$ cat src/rtl/logic_probe_trigger_if.sv
// Signal bundle between the logic probe sampler side and the trigger front end.
// The master drives channels and trigger configuration; the slave returns aligned data and strobes.
interface logic_probe_trigger_if #(
    parameter int WIDTH = 128,
    parameter int CNTW  = 16
);
    logic             arm;
    logic [WIDTH-1:0] channels;
    logic [WIDTH-1:0] match_mask;
    logic [WIDTH-1:0] match_value;
    logic [WIDTH-1:0] edge_mask;
    logic [CNTW-1:0]  occurrences;
    logic [CNTW-1:0]  delay;
    logic [CNTW-1:0]  sample_div;
    logic [WIDTH-1:0] channels_out;
    logic             trigger;
    logic             sample;
    logic [1:0]       status;

    modport master (
        output arm, channels, match_mask, match_value, edge_mask,
               occurrences, delay, sample_div,
        input  channels_out, trigger, sample, status
    );

    modport slave (
        input  arm, channels, match_mask, match_value, edge_mask,
               occurrences, delay, sample_div,
        output channels_out, trigger, sample, status
    );
endinterface

$ cat src/rtl/logic_probe_trigger.sv
// Probe front end: registers the channels, searches for a mask/value/edge match with occurrence
// counting and post-match delay, and drives a one-shot trigger plus a free-running sample strobe.
module logic_probe_trigger #(
    parameter int WIDTH = 128,
    parameter int CNTW  = 16
) (
    input  logic                  clock,
    input  logic                  reset,
    logic_probe_trigger_if.slave  bus
);
    typedef enum logic [1:0] {
        IDLE  = 2'd0,
        ARMED = 2'd1,
        DELAY = 2'd2,
        FIRED = 2'd3
    } state_t;

    state_t           state_q;
    logic [WIDTH-1:0] ch_q;
    logic [WIDTH-1:0] ch_qq;
    logic [WIDTH-1:0] chout_q;
    logic [WIDTH-1:0] mask_q;
    logic [WIDTH-1:0] value_q;
    logic [WIDTH-1:0] edge_q;
    logic [CNTW-1:0]  delay_q;
    logic [CNTW-1:0]  occ_cnt_q;
    logic [CNTW-1:0]  dly_cnt_q;
    logic [CNTW-1:0]  div_cnt_q;
    logic             trigger_q;
    logic             sample_q;

    logic [WIDTH-1:0] bit_ok_s;
    logic             match_s;
    logic             arm_ok_s;
    logic [CNTW-1:0]  occ_load_s;

    // Per-bit compare: masked-off bits pass; edge bits must also have differed from value last cycle.
    always_comb begin
        bit_ok_s   = ~mask_q | (~(ch_q ^ value_q) & (~edge_q | (ch_qq ^ value_q)));
        match_s    = &bit_ok_s;
        arm_ok_s   = bus.arm && (state_q != FIRED);
        occ_load_s = (bus.occurrences == {CNTW{1'b0}}) ? {{(CNTW-1){1'b0}}, 1'b1}
                                                       : bus.occurrences;
    end

    // Channel pipeline; channels_out stays aligned with the registered trigger.
    always_ff @(posedge clock) begin
        if (reset) begin
            ch_q    <= {WIDTH{1'b0}};
            ch_qq   <= {WIDTH{1'b0}};
            chout_q <= {WIDTH{1'b0}};
        end else begin
            ch_q    <= bus.channels;
            ch_qq   <= ch_q;
            chout_q <= ch_q;
        end
    end

    // Trigger configuration is captured only on an accepted arm.
    always_ff @(posedge clock) begin
        if (reset) begin
            mask_q  <= {WIDTH{1'b0}};
            value_q <= {WIDTH{1'b0}};
            edge_q  <= {WIDTH{1'b0}};
            delay_q <= {CNTW{1'b0}};
        end else if (arm_ok_s) begin
            mask_q  <= bus.match_mask;
            value_q <= bus.match_value;
            edge_q  <= bus.edge_mask;
            delay_q <= bus.delay;
        end else begin
            mask_q  <= mask_q;
            value_q <= value_q;
            edge_q  <= edge_q;
            delay_q <= delay_q;
        end
    end

    // Trigger search state machine; an arm takes priority over any match in the same cycle.
    always_ff @(posedge clock) begin
        if (reset) begin
            state_q   <= IDLE;
            occ_cnt_q <= {CNTW{1'b0}};
            dly_cnt_q <= {CNTW{1'b0}};
            trigger_q <= 1'b0;
        end else begin
            case (state_q)
                IDLE, ARMED, DELAY: begin
                    if (arm_ok_s) begin
                        state_q   <= ARMED;
                        occ_cnt_q <= occ_load_s;
                    end else if (state_q == ARMED && match_s) begin
                        if (occ_cnt_q > {{(CNTW-1){1'b0}}, 1'b1}) begin
                            occ_cnt_q <= occ_cnt_q - {{(CNTW-1){1'b0}}, 1'b1};
                        end else if (delay_q == {CNTW{1'b0}}) begin
                            state_q   <= FIRED;
                            trigger_q <= 1'b1;
                        end else begin
                            state_q   <= DELAY;
                            dly_cnt_q <= delay_q;
                        end
                    end else if (state_q == DELAY) begin
                        if (dly_cnt_q <= {{(CNTW-1){1'b0}}, 1'b1}) begin
                            state_q   <= FIRED;
                            trigger_q <= 1'b1;
                        end else begin
                            dly_cnt_q <= dly_cnt_q - {{(CNTW-1){1'b0}}, 1'b1};
                        end
                    end else begin
                        state_q <= state_q;
                    end
                end
                FIRED: begin
                    trigger_q <= 1'b1;
                end
                default: begin
                    state_q   <= IDLE;
                    trigger_q <= 1'b0;
                end
            endcase
        end
    end

    // Free-running sample strobe; sample_div is picked up only on reload.
    always_ff @(posedge clock) begin
        if (reset) begin
            div_cnt_q <= {CNTW{1'b0}};
            sample_q  <= 1'b0;
        end else if (div_cnt_q == {CNTW{1'b0}}) begin
            div_cnt_q <= bus.sample_div;
            sample_q  <= 1'b1;
        end else begin
            div_cnt_q <= div_cnt_q - {{(CNTW-1){1'b0}}, 1'b1};
            sample_q  <= 1'b0;
        end
    end

    assign bus.channels_out = chout_q;
    assign bus.trigger      = trigger_q;
    assign bus.sample       = sample_q;
    assign bus.status       = state_q;
endmodule

$ cat src/flat_wrapper.sv
// flat-port wrapper written by rule: the top's interface ports become plain ports
module logic_probe_trigger_flat 
#(
    parameter int WIDTH = 128,
    parameter int CNTW  = 16
)
  (clock, reset, bus_arm, bus_channels, bus_match_mask, bus_match_value, bus_edge_mask, bus_occurrences, bus_delay, bus_sample_div, bus_channels_out, bus_trigger, bus_sample, bus_status);
  logic_probe_trigger_if #(.WIDTH(WIDTH), .CNTW(CNTW)) bus_i ();
  input  logic clock;
  input  logic reset;
  input wire logic [$bits(bus_i.arm)-1:0] bus_arm;
  input wire logic [$bits(bus_i.channels)-1:0] bus_channels;
  input wire logic [$bits(bus_i.match_mask)-1:0] bus_match_mask;
  input wire logic [$bits(bus_i.match_value)-1:0] bus_match_value;
  input wire logic [$bits(bus_i.edge_mask)-1:0] bus_edge_mask;
  input wire logic [$bits(bus_i.occurrences)-1:0] bus_occurrences;
  input wire logic [$bits(bus_i.delay)-1:0] bus_delay;
  input wire logic [$bits(bus_i.sample_div)-1:0] bus_sample_div;
  output wire logic [$bits(bus_i.channels_out)-1:0] bus_channels_out;
  output wire logic [$bits(bus_i.trigger)-1:0] bus_trigger;
  output wire logic [$bits(bus_i.sample)-1:0] bus_sample;
  output wire logic [$bits(bus_i.status)-1:0] bus_status;
  assign bus_i.arm = bus_arm;
  assign bus_i.channels = bus_channels;
  assign bus_i.match_mask = bus_match_mask;
  assign bus_i.match_value = bus_match_value;
  assign bus_i.edge_mask = bus_edge_mask;
  assign bus_i.occurrences = bus_occurrences;
  assign bus_i.delay = bus_delay;
  assign bus_i.sample_div = bus_sample_div;
  assign bus_channels_out = bus_i.channels_out;
  assign bus_trigger = bus_i.trigger;
  assign bus_sample = bus_i.sample;
  assign bus_status = bus_i.status;
  logic_probe_trigger #(.WIDTH(WIDTH), .CNTW(CNTW)) u_core (.clock(clock), .reset(reset), .bus(bus_i));
endmodule
$ cat config.mk
export PLATFORM = sky130hd
export DESIGN_NAME = logic_probe_trigger_flat
export DESIGN_NICKNAME = d
export VERILOG_FILES = /design/src/rtl/logic_probe_trigger_if.sv /design/src/rtl/logic_probe_trigger.sv /design/src/flat_wrapper.sv
export SDC_FILE = /design/constraint.sdc
export NUM_CORES = 2
export LEC_CHECK = 0
export CORE_MARGIN = 2
export CORE_UTILIZATION = 40
export DETAILED_ROUTE_END_ITERATION = 12
export PLACE_DENSITY = 0.67
export SLEW_MARGIN = 25
export SYNTH_ARGS = -nofsm -noshare
export SYNTH_HDL_FRONTEND = slang
export SYNTH_SLANG_ARGS = --single-unit
$ cat constraint.sdc
create_clock -name clock -period 3.9 [get_ports clock]
set_clock_uncertainty 0.2 [all_clocks]
set_input_delay 0.78 -clock clock [delete_from_list [all_inputs] [get_ports clock]]
set_output_delay 0.78 -clock clock [all_outputs]
set_load 0.01 [all_outputs]
After elaboration in Yosys (flattened, before gate mapping)

Index checks and enable logic that the tools add are counted.

Bits in registers: 708
Word-level logic and storage cells: 80

Add/sub/neg operators: 3
Order comparisons: 2
Equality and inequality tests: 13
Multiplexer cells: 24
Bitwise logic cells: 9
Reduce and logical (&&, ||, !) cells: 17

Operator list:

| cell                    | number |
|---|---|
| $not A128 Y128          | 3 |
| $or A128 B128 Y128      | 2 |
| $xor A128 B128 Y128     | 2 |
| $mux W16                | 10 |
| $and A128 B128 Y128     | 1 |
| $reduce_and A128 Y1     | 1 |
| $logic_not A16 Y1       | 3 |
| $sub A16 B1 Y16 const B | 3 |
| $gt A16 B1 Y1 const B   | 1 |
| $le A16 B1 Y1 const B   | 1 |
| $mux W2                 | 5 |
| $mux W1                 | 8 |
| $ne A2 B2 Y1 const B    | 4 |
| $ne A3 B1 Y1 const B    | 2 |
| $ne A3 B3 Y1 const B    | 2 |
| $reduce_and A6 Y1       | 1 |
| $reduce_bool A2 Y1      | 3 |
| $reduce_bool A3 Y1      | 2 |
| $reduce_and A5 Y1       | 1 |
| $eq A2 B2 Y1 const B    | 2 |
| $reduce_and A4 Y1       | 1 |
| $ne A3 B2 Y1 const B    | 1 |
| $reduce_and A3 Y1       | 1 |
| $reduce_or A3 Y1        | 1 |
| 6 further kinds         | 7 |

Logic depth before layout (Yosys ltp)

Word-level depth: 9
Depth in mapped cells: 10

Least setup slack after synthesis

Ideal clock, no wire load.

Kind: reg2reg
From: register u_core.occ_cnt_q[8]
To: register u_core.occ_cnt_q[8]
Library setup time: 0.091 ns
Arrival time: 2.568 ns
Slack: 1.041 ns
Stages on the path, launching flop included: 10
Path through: dfxtp_1 -> or3_4 -> or3_4 -> or3_4 -> or4_4 -> nand4_2 -> buf_6 -> buf_8 -> o21ai_1 -> a311oi_1

Cells in the longest elaborated chain, start to end: 4
Elaborated cells between the ends (all ways): 7
Those cells by class: add/sub: 1; order compare: 1; mux: 3; reduce/logical: 2

Ends and longest elaborated chain:

| what                     | RTL line                  | source |
|---|---|---|
| start: declaration       | logic_probe_trigger.sv:26 | `logic [CNTW-1:0] occ_cnt_q;` |
| start signal: assignment | logic_probe_trigger.sv:83 | `occ_cnt_q <= {CNTW{1'b0}};` |
| start signal: assignment | logic_probe_trigger.sv:91 | `occ_cnt_q <= occ_load_s;` |
| start signal: assignment | logic_probe_trigger.sv:94 | `occ_cnt_q <= occ_cnt_q - {{(CNTW-1){1'b0}}, 1'b1};` |
| $sub A16 B1 Y16          | logic_probe_trigger.sv:94 |  |
| $mux W16                 | logic_probe_trigger.sv:93 | `if (occ_cnt_q > {{(CNTW-1){1'b0}}, 1'b1}) begin` |
| $mux W16                 | logic_probe_trigger.sv:92 | `end else if (state_q == ARMED && match_s) begin` |
| $mux W16                 | logic_probe_trigger.sv:89 | `if (arm_ok_s) begin` |

Parallel ways exist; a longest one is shown, timed or not. The select of a mux whose other input is x is not followed.
A chain may end at the register's enable or synchronous reset.

Worst setup path after layout

From: register u_core.ch_q[2]
To: register u_core.occ_cnt_q[9]

Cells in the longest elaborated chain, start to end: 8

Ends and longest elaborated chain:

| what                         | RTL line                  | source |
|---|---|---|
| start: declaration           | logic_probe_trigger.sv:19 | `logic [WIDTH-1:0] ch_q;` |
| start signal: assignment     | logic_probe_trigger.sv:49 | `ch_q <= {WIDTH{1'b0}};` |
| start signal: assignment     | logic_probe_trigger.sv:53 | `ch_q <= bus.channels;` |
| $xor A128 B128 Y128          | logic_probe_trigger.sv:39 | `bit_ok_s = ~mask_q \| (~(ch_q ^ value_q) & (~edge_q \| (ch_qq ^ value_q)));` |
| $not A128 Y128               | logic_probe_trigger.sv:39 |  |
| $and A128 B128 Y128          | logic_probe_trigger.sv:39 |  |
| $or A128 B128 Y128           | logic_probe_trigger.sv:39 |  |
| $reduce_and A128 Y1          | logic_probe_trigger.sv:40 | `match_s = &bit_ok_s;` |
| $logic_and A1 B1 Y1          | logic_probe_trigger.sv:92 |  |
| $reduce_bool A2 Y1 (no line) | n/a                       |  |
| $reduce_and A3 Y1 (no line)  | n/a                       |  |

Every way passes these cells.

==> impl_metrics.yaml <==
routing:
  via_per_inst: 5.06
  firstDrtPassIters: 6
  route.vias.total: 25356
  routed_wl_mm: 101
  drt-initial-drc-count: 1740
  post_drt_wl_per_cell_um: 20.2
  drc: 0
  drtAntennaViolNets: 0
power:
  power_mw: 17.8
  power_density_mw_per_mm2: 463
  p_leak_nw: 14.4
  vdd_drop_max_mv: 0.334
timing:
  worstMarginPinSlew_ns: 1.09
  slew_viol_final: 0
  fin_tns_setup_ns: 0
  hold_viol: 0
  slew_headroom: 0.275
  max_freq_mhz: 284
  fin_crit_sh: 0.904
  rsz0062_at_grt: "false"
  finalCriticalPeriod_ns: 3.53
  setup_violations: 0
synth:
  synth_top_cell_area_share: 0.511
  seq_area_frac_synth: 0.511
  ys_types: 56
  async_reset_ff_frac: 0
  synth-seq-cells: 708
  yosysWarnings: 0
  synth.largest_area_cell: "dfxtp_1"
  synth_area_leaders: "dfxtp_1 51%, nand2_1 11%, a21oi_1 7.3%"
  synth_nets: 3931
  synthesis.area_mm2: 0.0277
  netlist_instances: 3362
  syn_area_per_cell_um2: 8.25
  synth_edf_count: 0
  synthFlopType: "dfxtp_1"
clocking:
  ctsHoldBuffers: 0
  cts_resized: 0
  cts_buffer_depth: 3
  clock-sinks: 708
  cts_max_level: 3
  cts_made_buffers: 77
  cts_tree: "built"
  clk_pin_slew_worst_paths_ns: 0.06
  root_buffer: "clkbuf_16"
  clk_latency_ns: 0.62
  post-cts-setup-buffer-count: 0
worst_setup_path:
  crit_type: "reg2reg"
  arrival_ns: 3.84
  path_buf_inv: 1
  path_delay_family: "compound AO/OA/AOI/OAI gates"
  cp_slowest_stage_delay_ns: 0.66
  crit_slowest_cell: "a2111oi_2"
  cp_max_fo: 24
  startpoint_type: "register"
  critPathCaptureType: "register"
  worstPathRequired_ns: 4.21
  critical_path.cell_chain: "a21boi_0 > a221oi_1 > a2111oi_2 > nand4_1 > nor4_2 > nand4_2 > buf_4 > or4_1 > a311oi_1"
die:
  die_h_um: 267
  start_util: 0.404
  die_area_mm2: 0.0714
  rows: 96
  fp.dieW_um: 267
  core-area_mm2: 0.0686
  io_pins: 695
grt:
  track_usage: 0.273
  grt_overflow: 0
  grt_pass1_vias: 23785
  grt_pass1_wl_mm: 147
  grt_max_degree: 159
  antenna_found_initial: 31
layout:
  drive_above_1_share: 0.0478
  fin_util: 0.559
  n_fill_cell: 6348
  fin_nets: 4571
  multi_input_area_mm2: 0.0124
  area_growth_pct: 38.3
  regArea_mm2: 0.0142
  fin_area_mm2: 0.0383
placement:
  dp_hpwl_mm: 76.4
  placed_area_mm2: 0.0357
  port_buffers: 694
  gp_congestion: 0.856
min_path:
  worstHoldPathType: "reg2reg"
job:
  cap_violations: 0
run_status:
  status: "complete, no violations"
-- state kept, by name, summed over array words and instances (netlist names), 2 cells and up --
register           count
u_core.ch_qq         128
u_core.ch_q          128
u_core.bus.status      2
u_core.mask_q        128
u_core.delay_q        16
u_core.edge_q        128
u_core.occ_cnt_q      16
u_core.div_cnt_q      16
u_core.value_q       128
u_core.dly_cnt_q      16
-- tightest hold or removal path, cell delays in order (launching register included) --
cell and delay, ns:
dfxtp_1 0.31, nand2_1 0.05, a21oi_1 0.05
-- per-stage QoR --
stage          hold slack (ns)  setup WS, ns  instances
6_report                 0.253         0.373       5013
3_5_place_dp             0.247         0.334       4853
2_1_floorplan            0.236          1.04       3362
5_1_grt                  0.266         0.126       5007
3_3_place_gp             0.242         0.433       4845
4_1_cts                  0.255         0.329       4991
-- placed cells by master, fill, tap and decap left out, types with 69 or more instances in the layout --
| master | instances |
|---|---|
| nor2_1 | 180 |
| a221oi_1 | 120 |
| clkdlybuf4s50_1 | 693 |
| clkbuf_16 | 80 |
| nor4_1 | 69 |
| nor2b_1 | 256 |
| dfxtp_1 | 708 |
| a21oi_1 | 404 |
| nand2b_1 | 129 |
| inv_1 | 136 |
| nand2_1 | 821 |
| a21boi_0 | 126 |
-- where the power goes --
| group | internal, mW | switching, mW | total (mW) |
|---|---|---|---|
| Combinational | 1.20 | 1.10 | 2.30 |
| Sequential | 7.68 | 0.318 | 8.00 |
| Clock | 4.43 | 3.02 | 7.45 |
-- layer usage --
metal | vias up | wire [um] | GRT usage
met4 | 26 | 2940 | 0.0881
met5 | - | 172 | 0
met3 | 168 | 7330 | 0.0736
met1 | 11829 | 41400 | 0.329
li1 | 12609 | - | -
met2 | 724 | 49300 | 0.473
-- Yosys cell counts, types with 3 or more instances --
cell / n
or2_2: 5
or4_1: 11
a22oi_1: 4
ha_1: 6
nor2_1: 180
o21ai_0: 11
a31oi_1: 7
and3_1: 3
o22ai_1: 13
nand3_1: 12
a21boi_0: 126
and2_1: 3
a311oi_1: 13
o21ai_1: 5
or3_1: 13
clkbuf_1: 168
dfxtp_1: 708
a21oi_1: 404
a211oi_1: 15
a221oi_1: 123
o31ai_1: 11
nor3_1: 18
nor4_1: 69
nand4_1: 19
nor2b_1: 256
xor2_1: 5
xnor2_1: 10
or3_4: 3
mux2i_1: 14
nand2_1: 822
buf_1: 9
nand2b_1: 129
inv_1: 136
-- logic make-up (layout without fill, tap and decap cells) --
kind of cell,count (synthesis),count (layout),synth area share
adder cells (fa/ha/maj),6,6,0.00271
AND/OR/NAND/NOR,1551,1551,0.260
XOR/XNOR,15,15,0.00474
multiplexers,14,14,0.00505
buffers and inverters,317,1016,0.0437
AO/OA/AOI/OAI,751,751,0.172
other,0,21,0
flip-flops,708,708,0.511
-- final cells by class --
type,count,share of cell area
clock buffers,116,0.0612
clock inverters,22,0.00640
inverters,136,0.0133
flip-flops and latches,708,0.370
well taps,931,0.0304
diodes,21,0.00137
repair buffers,742,0.195
multi-input cells,2337,0.323
-- final timing paths --
path                    endpoint               from  slack (ns)  cells past startpoint
max          u_core.occ_cnt_q[9]     u_core.ch_q[2]        0.37                      9
min            u_core.mask_q[75]  u_core.mask_q[75]        0.25                      2
max reg2reg  u_core.occ_cnt_q[9]     u_core.ch_q[2]        0.37                      9
min reg2reg    u_core.mask_q[75]  u_core.mask_q[75]        0.25                      2
(Power assumes the default switching activity.)
